==> src/rtl/delay_pkg.sv <==
`default_nettype none
// ============================================================================
//  Module      : delay_pkg
//  Description : Shared types and constants for the delay modulation
//                controller: base-delay table, modulation mode and FSM state
//                encodings, phase accumulator width, and small helpers that
//                decode a channel's settings nibble.
//  Config      : DELAY_SLEW_EN (used by delay_chan_calc, not by this package)
//  Revision    : 1.0 - initial release
// ============================================================================
package delay_pkg;

    // Phase accumulator width; wraps modulo 2**c_phase_w.
    localparam int c_phase_w = 10;

    // Base delay in ms, indexed by settings[1:0]. Entry [0] is the rightmost.
    localparam logic [3:0][10:0] c_base_delay = {11'd0, 11'd1500, 11'd1000, 11'd500};

    // Modulation mode, settings[3:2].
    typedef enum logic [1:0] {
        MODE_FIXED    = 2'b00,
        MODE_TRI_SLOW = 2'b01,
        MODE_TRI_FAST = 2'b10,
        MODE_SAW      = 2'b11
    } mode_e;

    // Sequencer state.
    typedef enum logic [1:0] {
        IDLE   = 2'b00,
        UPDATE = 2'b01,
        DONE   = 2'b10
    } state_e;

    function automatic logic [10:0] base_delay(input logic [1:0] sel);
        return c_base_delay[sel];
    endfunction

    // Phase increment per update for each mode.
    function automatic logic [c_phase_w-1:0] phase_step(input mode_e mode);
        logic [c_phase_w-1:0] step;
        case (mode)
            MODE_TRI_SLOW: step = c_phase_w'(1);
            MODE_TRI_FAST: step = c_phase_w'(4);
            MODE_SAW:      step = c_phase_w'(1);
            default:       step = '0;
        endcase
        return step;
    endfunction

endpackage
`default_nettype wire

==> src/rtl/delay_mod_ctrl_if.sv <==
`default_nettype none
// ============================================================================
//  Module      : delay_mod_ctrl_if
//  Description : Bus between the effect-chain host and the delay modulation
//                controller.
//                  tick      - single-cycle update strobe       (host -> ctrl)
//                  settings  - 4 bits per channel              (host -> ctrl)
//                  del       - DW bits per channel, registered  (ctrl -> host)
//                  del_valid - all channels updated this tick   (ctrl -> host)
//                  busy      - update sequence in progress      (ctrl -> host)
//                  overrun   - a tick was dropped while busy    (ctrl -> host)
//  Config      : DELAY_SLEW_EN (not used by this file)
//  Revision    : 1.0 - initial release
// ============================================================================
interface delay_mod_ctrl_if #(
    parameter int NUM_CH = 4,
    parameter int DW     = 12
);
    logic                   tick;
    logic [4*NUM_CH-1:0]    settings;
    logic [DW*NUM_CH-1:0]   del;
    logic                   del_valid;
    logic                   busy;
    logic                   overrun;

    modport master (
        output tick,
        output settings,
        input  del,
        input  del_valid,
        input  busy,
        input  overrun
    );

    modport slave (
        input  tick,
        input  settings,
        output del,
        output del_valid,
        output busy,
        output overrun
    );
endinterface
`default_nettype wire

==> src/rtl/delay_chan_calc.sv <==
`default_nettype none
// ============================================================================
//  Module      : delay_chan_calc
//  Description : Combinational next-state calculation for one delay channel.
//                Advances the phase accumulator, derives the LFO modulation,
//                forms the saturated target and (optionally) slew-limits the
//                delay toward it. Shared by all channels through a mux.
//  Ports       : setting    - channel settings nibble (sel [1:0], mode [3:2])
//                phase      - current phase accumulator
//                cur_del    - current delay value
//                next_phase - updated phase accumulator
//                next_del   - updated delay value
//  Config      : DELAY_SLEW_EN - when defined, next_del moves at most SLEW
//                per update; otherwise next_del is the target directly.
//  Revision    : 1.0 - initial release
// ============================================================================
module delay_chan_calc
    import delay_pkg::*;
#(
    parameter int DW        = 12,
    parameter int MOD_SHIFT = 3,
    parameter int SLEW      = 16
) (
    input  logic [3:0]           setting,
    input  logic [c_phase_w-1:0] phase,
    input  logic [DW-1:0]        cur_del,
    output logic [c_phase_w-1:0] next_phase,
    output logic [DW-1:0]        next_del
);

    localparam int c_sum_w = DW + 1;

    mode_e                  w_mode;
    logic [c_phase_w-2:0]   w_tri;
    logic [c_phase_w-1:0]   w_mod;
    logic [c_sum_w-1:0]     w_sum;
    logic [DW-1:0]          w_target;

    always_comb begin
        w_mode = mode_e'(setting[3:2]);

        // Fixed mode pins the phase at 0 so a later switch to a modulated
        // mode starts from the bottom of the waveform.
        if (w_mode == MODE_FIXED) begin
            next_phase = '0;
        end else begin
            next_phase = phase + phase_step(w_mode);
        end

        // Fold the upper half of the phase to produce a 0..511 triangle.
        w_tri = next_phase[c_phase_w-1] ? ~next_phase[c_phase_w-2:0]
                                        :  next_phase[c_phase_w-2:0];

        case (w_mode)
            MODE_TRI_SLOW,
            MODE_TRI_FAST: w_mod = {1'b0, w_tri >> MOD_SHIFT};
            MODE_SAW:      w_mod = next_phase >> (MOD_SHIFT + 1);
            default:       w_mod = '0;
        endcase

        // One extra bit of headroom; any carry into it means saturate.
        w_sum    = c_sum_w'(base_delay(setting[1:0])) + c_sum_w'(w_mod);
        w_target = w_sum[DW] ? '1 : w_sum[DW-1:0];
    end

`ifdef DELAY_SLEW_EN
    localparam logic [DW-1:0] c_slew = DW'(SLEW);

    logic [DW-1:0] w_up;
    logic [DW-1:0] w_down;

    always_comb begin
        w_up   = w_target - cur_del;
        w_down = cur_del - w_target;
        if (w_target >= cur_del) begin
            next_del = (w_up <= c_slew) ? w_target : cur_del + c_slew;
        end else begin
            next_del = (w_down <= c_slew) ? w_target : cur_del - c_slew;
        end
    end
`else
    // The current delay only matters when slewing.
    logic w_unused_del;
    assign w_unused_del = ^cur_del;
    assign next_del     = w_target;

    // SLEW has no effect in this build.
    if (SLEW < 0) begin : g_slew_unused
    end
`endif

endmodule
`default_nettype wire

==> src/rtl/delay_mod_ctrl.sv <==
`default_nettype none
// ============================================================================
//  Module      : delay_mod_ctrl
//  Description : Sequential delay-setting controller for the effect chain.
//                On each tick the channels are updated one per clock through
//                a single shared delay_chan_calc, then del_valid is pulsed.
//  Ports       : clk - system clock
//                rst - synchronous active-high reset
//                bus - delay_mod_ctrl_if slave (tick, settings, del,
//                      del_valid, busy, overrun)
//  Config      : DELAY_SLEW_EN - enables slew limiting in delay_chan_calc.
//  Revision    : 1.0 - initial release
// ============================================================================
module delay_mod_ctrl
    import delay_pkg::*;
#(
    parameter int NUM_CH    = 4,
    parameter int DW        = 12,
    parameter int MOD_SHIFT = 3,
    parameter int SLEW      = 16
) (
    input  logic            clk,
    input  logic            rst,
    delay_mod_ctrl_if.slave bus
);

    localparam int                c_ch_w    = (NUM_CH > 1) ? $clog2(NUM_CH) : 1;
    localparam logic [c_ch_w-1:0] c_last_ch = c_ch_w'(NUM_CH - 1);

    state_e                 r_state;
    logic [c_ch_w-1:0]      r_ch;
    logic [c_phase_w-1:0]   r_phase [NUM_CH];
    logic [DW-1:0]          r_del   [NUM_CH];
    logic                   r_del_valid;
    logic                   r_busy;
    logic                   r_overrun;

    logic [3:0]             w_setting;
    logic [c_phase_w-1:0]   w_next_phase;
    logic [DW-1:0]          w_next_del;

    // Only the channel being updated is presented to the calculator, so its
    // settings are sampled in exactly that channel's update cycle.
    assign w_setting = bus.settings[4*r_ch +: 4];

    delay_chan_calc #(
        .DW        (DW),
        .MOD_SHIFT (MOD_SHIFT),
        .SLEW      (SLEW)
    ) u_calc (
        .setting    (w_setting),
        .phase      (r_phase[r_ch]),
        .cur_del    (r_del[r_ch]),
        .next_phase (w_next_phase),
        .next_del   (w_next_del)
    );

    always_ff @(posedge clk) begin
        if (rst) begin
            r_state     <= IDLE;
            r_ch        <= '0;
            r_del_valid <= 1'b0;
            r_busy      <= 1'b0;
            r_overrun   <= 1'b0;
            for (int i = 0; i < NUM_CH; i++) begin
                r_phase[i] <= '0;
                r_del[i]   <= '0;
            end
        end else begin
            r_del_valid <= 1'b0;
            r_overrun   <= 1'b0;
            case (r_state)
                IDLE: begin
                    if (bus.tick) begin
                        r_state <= UPDATE;
                        r_ch    <= '0;
                        r_busy  <= 1'b1;
                    end
                end
                UPDATE: begin
                    r_phase[r_ch] <= w_next_phase;
                    r_del[r_ch]   <= w_next_del;
                    // Ticks while sequencing are dropped, not queued.
                    r_overrun     <= bus.tick;
                    if (r_ch == c_last_ch) begin
                        r_state     <= DONE;
                        r_del_valid <= 1'b1;
                    end else begin
                        r_ch <= r_ch + 1'b1;
                    end
                end
                DONE: begin
                    r_overrun <= bus.tick;
                    r_state   <= IDLE;
                    r_busy    <= 1'b0;
                    r_ch      <= '0;
                end
                default: begin
                    r_state <= IDLE;
                    r_busy  <= 1'b0;
                    r_ch    <= '0;
                end
            endcase
        end
    end

    for (genvar gi = 0; gi < NUM_CH; gi++) begin : g_del_out
        assign bus.del[DW*gi +: DW] = r_del[gi];
    end

    assign bus.del_valid = r_del_valid;
    assign bus.busy      = r_busy;
    assign bus.overrun   = r_overrun;

endmodule
`default_nettype wire

==> src/flat_wrapper.sv <==
// flat-port wrapper written by rule: the top's interface ports become plain ports
module delay_mod_ctrl_flat import delay_pkg::*;
#(
    parameter int NUM_CH    = 4,
    parameter int DW        = 12,
    parameter int MOD_SHIFT = 3,
    parameter int SLEW      = 16
)
  (clk, rst, bus_tick, bus_settings, bus_del, bus_del_valid, bus_busy, bus_overrun);
  delay_mod_ctrl_if #(.NUM_CH(NUM_CH), .DW(DW)) bus_i ();
  input  logic clk;
  input  logic rst;
  input wire logic [$bits(bus_i.tick)-1:0] bus_tick;
  input wire logic [$bits(bus_i.settings)-1:0] bus_settings;
  output wire logic [$bits(bus_i.del)-1:0] bus_del;
  output wire logic [$bits(bus_i.del_valid)-1:0] bus_del_valid;
  output wire logic [$bits(bus_i.busy)-1:0] bus_busy;
  output wire logic [$bits(bus_i.overrun)-1:0] bus_overrun;
  assign bus_i.tick = bus_tick;
  assign bus_i.settings = bus_settings;
  assign bus_del = bus_i.del;
  assign bus_del_valid = bus_i.del_valid;
  assign bus_busy = bus_i.busy;
  assign bus_overrun = bus_i.overrun;
  delay_mod_ctrl #(.NUM_CH(NUM_CH), .DW(DW), .MOD_SHIFT(MOD_SHIFT), .SLEW(SLEW)) u_core (.clk(clk), .rst(rst), .bus(bus_i));
endmodule
==> config.mk <==
export PLATFORM = sky130hd
export DESIGN_NAME = delay_mod_ctrl_flat
export DESIGN_NICKNAME = d
export VERILOG_FILES = /design/src/rtl/delay_pkg.sv /design/src/rtl/delay_mod_ctrl_if.sv /design/src/rtl/delay_chan_calc.sv /design/src/rtl/delay_mod_ctrl.sv /design/src/flat_wrapper.sv
export SDC_FILE = /design/constraint.sdc
export NUM_CORES = 1
export LEC_CHECK = 0
export CAP_MARGIN = 20
export CORE_ASPECT_RATIO = 1.25
export CORE_UTILIZATION = 55
export CTS_CLUSTER_DIAMETER = 150
export DETAILED_ROUTE_END_ITERATION = 8
export DONT_BUFFER_PORTS = 1
export GPL_TIMING_DRIVEN = 0
export PLACE_DENSITY = 0.68
export SYNTH_ARGS = -nofsm -noshare
export SYNTH_HDL_FRONTEND = slang
export SYNTH_HIERARCHICAL = 1
export SYNTH_SLANG_ARGS = --single-unit
==> constraint.sdc <==
create_clock -name clk -period 5.74 [get_ports clk]
set_input_delay 0.574 -clock clk [delete_from_list [all_inputs] [get_ports clk]]
set_output_delay 0.574 -clock clk [all_outputs]
set_load 0.005 [all_outputs]
==> results by group, run 1 <==
Outcome
  – Status: completed

Placement
  – DP Area: 0.00502 mm²
  – Final HPWL DP: approximately 6600 µm
  – GP Congestion: about 0.85
  – IO buf count: 0

Die
  – Horiz. Die Dim: roughly 86 µm
  – I/O pin count: 70
  – Row count: 38
  – Die Height: between 100 and 150 µm
  – Initial cell density of the core: a little under three fifths
  – Die area: a little over 0.009 mm²
  – Core area: between 0.008 and 0.009 mm²

Critical path
  – CP Class: reg2reg
  – CP endpoint kind: register
  – Crit Reg-Reg Startpoint: u_core/r_ch[0]
  – CP startpoint: u_core/r_ch[0]
  – Startpoint class of the critical path: register
  – Arr. time, crit path: between 5 and 6 ns
  – CP max FO: 9
  – WP data required: 5.98 ns

Clock tree
  – CTS Hold Bufs: 0
  – H-tree depth: 3
  – Worst-Skew Late Latency: around 0.36 ns
  – Post-cts gate resize count: 0
  – Setup bufs post-CTS: 0
  – Cts bufs inserted: 9
  – Clock buffer depth: 2
  – Clock sink count: 97
  – CTS tree: done
  – Root Driver: clkbuf_8
  – Clk slew on worst S/H paths: 0.09 ns

STA
  – Minimum clock period: 4.79 ns
  – Hold Vio Cnt, Final: 0
  – Max-slew violation count: 0
  – Worst-Margin Slew: 0.784 ns
  – Fin Hold WS: between 0.3 and 0.4 ns
  – Crit share post-route: about 84%
  – Setup-failing EPs final: 0
  – Layout Skew: about 0.0071 ns
  – Fmax: about 210 MHz
  – Slew HR: between 40% and 50%
  – RSZ-0062 raised after global routing: no
  – Setup TNS: 0 ns

Job
  – Max_cap viols: 0

Drt
  – Vias: 2820
  – Post-DR vias/cell: about 5.7
  – TritonRoute pass-1 iters: 4
  – Antenna Nets Post-Route: 0
  – Initial DRC count: ~170
  – # DRC: 0
  – WL/cell: between 15 and 20 µm
  – Post-Route WL: ~9600 µm

Global route
  – Initial antenna violation count: 0
  – First-pass GRT wire length: 14600 µm
  – Largest net degree at the start of global routing: 23
  – Grt total ovfl: 0
  – Vias in the first global route: 2735
  – Overall routing resource usage: 22.1%

Power and ir drop
  – Sequential Power Share: 47.4%
  – Sw Pwr: around 630 µW
  – Switching part of the total: about 33%
  – Pwr dens: roughly 360 mW/mm²
  – Int Power: roughly 1.3 mW
  – Pleak: just under 2 nW
  – Clock share of power: a little over a fifth
  – Comb power frac: about a third
  – Overall power: 1.90 mW
  – Max IR drop VDD: 0.145 mV

Final layout
  – Diodes inserted: 0
  – Post-route cell area: 0.00520 mm²
  – Filler Cells Inserted: about 700
  – Layout area overhead: 6.78%
  – Fraction of layout cells with a size suffix above 1: between 15 and 20%
  – Nets: around 400

Synthesis
  – Post-synthesis area per instance: roughly 13 µm²
  – Post-Syn Nets: roughly 400
  – Cell area after synthesis: approximately 0.0049 mm²
  – Post-Synthesis Cells: approximately 360
  – Yosys warnings: 6

Worst hold path
  – Worst min-delay path class: in2reg
  – Worst Min Path Start: bus_tick
[sequential cells by signal, indices dropped and copies added (netlist names), named ones only]
register,flops
u_core/r_del,48
u_core/bus.busy,1
u_core/r_ch,2
u_core/r_state,2
u_core/bus.del_valid,1
u_core/bus.overrun,1
u_core/r_phase,40
[critical path: stages, from the launching register on]
cell and delay (ns):
dfxtp_1 0.35, buf_4 0.20, mux4_2 0.58, ha_1 0.22, ha_1 0.35, a31oi_2 0.22
o31a_1 0.47, or4_1 0.54, o221ai_1 0.12, ha_1 0.22, inv_1 0.05, fa_1 0.40
nor2b_1 0.12, o21ai_0 0.11, a21boi_0 0.24, xor2_1 0.31, and2_1 0.18
[power groups by stage]
stage          Clock [mW]  Combinational (mW)  Sequential, mW
3_3_place_gp            0               0.580           0.915
6_report            0.402               0.596           0.900
5_1_grt             0.434               0.667           0.911
2_1_floorplan           0               0.459           0.907
3_5_place_dp            0               0.593           0.918
4_1_cts             0.413               0.597           0.902
[final cells by class]
cell class	count	area, µm²	area share [%]
flip-flops and latches	97	2820	54.2
multi-input cells	233	1910	36.7
well taps	120	150	2.89
clock buffers	9	124	2.38
plain buffers	16	85.1	1.64
clock inverters	7	56.3	1.08
inverters	15	56.3	1.08
[worst paths after layout]
check | end | slack [ns] | cells past startpoint
worst min register to register | u_core/r_state[1] | 0.49 | 2
worst min-delay path | u_core/bus.overrun | 0.32 | 2
worst max register to register | u_core/r_del[2][10] | 0.95 | 16
worst max-delay path | u_core/r_del[2][10] | 0.95 | 16
[metal layers]
metal	global-route usage, %	routed length, µm
met1	24.8	3650
met2	39.5	5200
met3	3.31	418
met4	13.1	299
met5	0	0
[metrics by stage]
step	instances	setup WS (ns)	util, %
final	497	0.945	60.1
after global routing	497	0.675	60.1
after CTS	497	0.932	60.1
after detailed placement	481	0.962	58.1
after global placement	481	1.06	58.1
after floorplan	361	1.47	-
[layout by cell type (no fill, tap or decap), drive strengths merged, types with 5 or more instances in the layout]
cell / count
nor3: 5
a21oi: 5
edfxtp: 88
nand2: 6
nand2b: 7
and2: 93
dfxtp: 9
nor2: 13
o21ai: 7
clkbuf: 17
inv: 16
nor2b: 7
buf: 8
xnor2: 6
o221ai: 5
ha: 20
mux4: 14
(Power assumes the default switching activity.)
==> inputs of run 2 (changes only) <==
--- a/config.mk
+++ b/config.mk
@@ -12,7 +12,7 @@
 export DETAILED_ROUTE_END_ITERATION = 8
 export DONT_BUFFER_PORTS = 1
 export GPL_TIMING_DRIVEN = 0
-export PLACE_DENSITY = 0.68
+export PLACE_DENSITY = 0.71
 export SYNTH_ARGS = -nofsm -noshare
 export SYNTH_HDL_FRONTEND = slang
 export SYNTH_HIERARCHICAL = 1
==> constraint.sdc (replaced) <==
create_clock -name clk -period 4.27 [get_ports clk]
set_input_delay 0.427 -clock clk [delete_from_list [all_inputs] [get_ports clk]]
set_output_delay 0.427 -clock clk [all_outputs]
set_load 0.005 [all_outputs]
==> run 2 against run 1 <==
  * Count of clock-buffer cells in the layout did not move
  * Sequential cell count did not move
  * Fmax rose by 16%
  * Via count fell by 0.50%
  * Global-route usage fell by 0.72 points
  * Combinational power rose by 46%
  * Clock skew rose by 0.0052 ns
  * Critical path type unchanged
  * Largest power group unchanged
==> results by group, run 2 (synthesis gave the netlist of run 1 again) <==
Outcome
  – Status: completed

STA
  – Layout Skew: between 0.01 and 0.015 ns
  – Setup-failing EPs final: 0
  – Worst-Margin Slew: 0.742 ns
  – RSZ-0062 raised after global routing: yes
  – Slew HR: about half
  – Fmax: ~240 MHz
  – Crit path setup slack, layout: approximately 0.15 ns
  – Minimum clock period: ~4.1 ns
  – Crit share post-route: slightly below 100%
  – Hold Vio Cnt, Final: 0
  – Max-slew violation count: 0

Final layout
  – Nets: about 420
  – Largest regs: u_core/r_del x48, u_core/r_phase x40
  – Diodes inserted: 0
  – Fin util: around 62%
  – Commonest non-fill, non-tap cell in the layout: and2_1
  – Post-Layout Cell Count: 503
  – Register bank with the most flops: u_core/r_del
  – Most frequent cells in the layout: and2_1 (93), edfxtp_1 (88), ha_1 (17)
  – Max FFs per register: between 40 and 50
  – Layout area overhead: 10.6%
  – Fraction of layout cells with a size suffix above 1: 20.6%

Drt
  – Vias: 2806
  – Initial DRC count: about 190
  – Top sig layer: met4
  – WL/cell: about 18 µm
  – Met2 WL: approximately 5100 µm
  – # DRC: 0
  – M1 WL: approximately 3500 µm
  – TritonRoute pass-1 iters: 4
  – Met3 WL post-DR: around 240 µm
  – Post-Route WL: 9100 µm
  – Antenna Nets Post-Route: 0
  – Post-DR vias/cell: between 5 and 6

Clock tree
  – CTS Hold Bufs: 0
  – CTS tree: done
  – H-tree depth: 3
  – Clock buffer depth: 2
  – Root Driver: clkbuf_8
  – Clock sink count: 97
  – Worst-Skew Late Latency: between 0.3 and 0.4 ns
  – Cts bufs inserted: 9
  – Clk slew on worst S/H paths: roughly 0.090 ns

Global route
  – Vias in the first global route: roughly 2900
  – Grt total ovfl: 0
  – First-pass GRT wire length: around 14000 µm
  – Largest net degree at the start of global routing: 23
  – Initial antenna violation count: 0
  – Overall routing resource usage: 21.4%

Worst hold path
  – Worst Min Path Start: bus_tick
  – Worst min-delay path class: in2reg

Critical path
  – Startpoint class of the critical path: register
  – Arr. time, crit path: between 4 and 5 ns
  – Worst stage delay on the critical path: around 0.56 ns
  – Cell at the slowest stage of the critical path: mux4_2
  – Crit Reg-Reg Startpoint: u_core/r_ch[0]
  – CP max FO: 6
  – Critical path's top delay family: compound AO/OA/AOI/OAI gates
  – CP endpoint kind: register
  – Bufs and invs on worst path: 2
  – Worst path cell trace: buf_6, mux4_2, ha_4, ha_4, a31oi_4, o31a_1, or4_4, o221ai_2, ha_2, buf_4, a21o_1, a21oi_1, o31a_1, mux2_2, and2_1
  – WP data required: roughly 4.4 ns
  – CP startpoint: u_core/r_ch[0]
  – CP Class: reg2reg

Die
  – Die Height: between 100 and 150 µm
  – Row count: 38
  – Initial cell density of the core: approximately 56%
  – Horiz. Die Dim: approximately 86 µm
  – I/O pin count: 70
  – Core area: between 0.008 and 0.009 mm²
  – Die area: ~0.0092 mm²

Placement
  – IO buf count: 0
  – Final HPWL DP: approximately 6300 µm
  – GP Congestion: just under 0.9
  – Placement Setup Slack: -0.439 ns
  – Placed instance count: around 480

Job
  – Max_cap viols: 0

Power and ir drop
  – Max IR drop VDD: 0.197 mV
  – Pleak: 2.01 nW
  – Overall power: 2.78 mW
  – Pwr dens: a little over 500 mW/mm²
==> run 2: changes by cell type in the layout (fill, tap and decap cells not counted), moves of 2 or more <==
cell and delta:
bufinv_16 +3, ha_1 -3, clkinv_2 +2, buf_4 +5, clkinv_4 -3, ha_4 +2
==> run 2: layer usage <==
metal,track usage [%],vias to the layer above
met1,23.4,1381
met2,39.4,75
met4,9.29,0
met3,4.62,15
met5,0,-
li1,-,1335
==> run 2: what timing repair did <==
action,in CTS,in global routing
resized for setup,8,11
buffers inserted,5,1
endpoints found under the setup margin,24,24
pin swaps,4,6
==> run 2: worst register-to-register path, stage by stage, from the launching register on <==
cell and delay, ns:
dfxtp_2 0.35, buf_6 0.11, mux4_2 0.56, ha_4 0.20
ha_4 0.29, a31oi_4 0.14, o31a_1 0.36, or4_4 0.55
o221ai_2 0.08, ha_2 0.21, buf_4 0.10, a21o_1 0.10
a21oi_1 0.09, o31a_1 0.30, mux2_2 0.31, and2_1 0.14
==> run 2: layout make-up <==
cell class              instances  area [µm²]
fillers                       665        3260
clock inverters                 7         116
well taps                     120         150
inverters                      15        56.3
flip-flops and latches         97        2820
repair buffers                  6        45.0
multi-input cells             233        1980
plain buffers                  16        88.8
clock buffers                   9         124
==> run 2: stage by stage <==
stage	hold slack (ns)	TNS (ns)	area (µm²)
2_1_floorplan	0.449	0	4870
3_3_place_gp	0.463	-2.81	5020
3_5_place_dp	0.471	-4.42	5020
4_1_cts	0.166	0	5340
5_1_grt	0.174	-0.00910	5390
6_report	0.177	0	5390
==> run 2: final timing paths <==
kind                   endpoint  slack, ns  cells after the start
min reg2reg   u_core/r_state[1]       0.49                      2
min          u_core/bus.overrun       0.18                      2
max reg2reg  u_core/r_del[0][7]       0.15                     15
max          u_core/r_del[0][7]       0.15                     15
==> run 2: where the power goes <==
group / leakage [nW] / internal [mW] / switching [mW]
combinational: 0.903 / 0.364 / 0.505
sequential: 0.985 / 1.17 / 0.0470
clock: 0.120 / 0.389 / 0.307
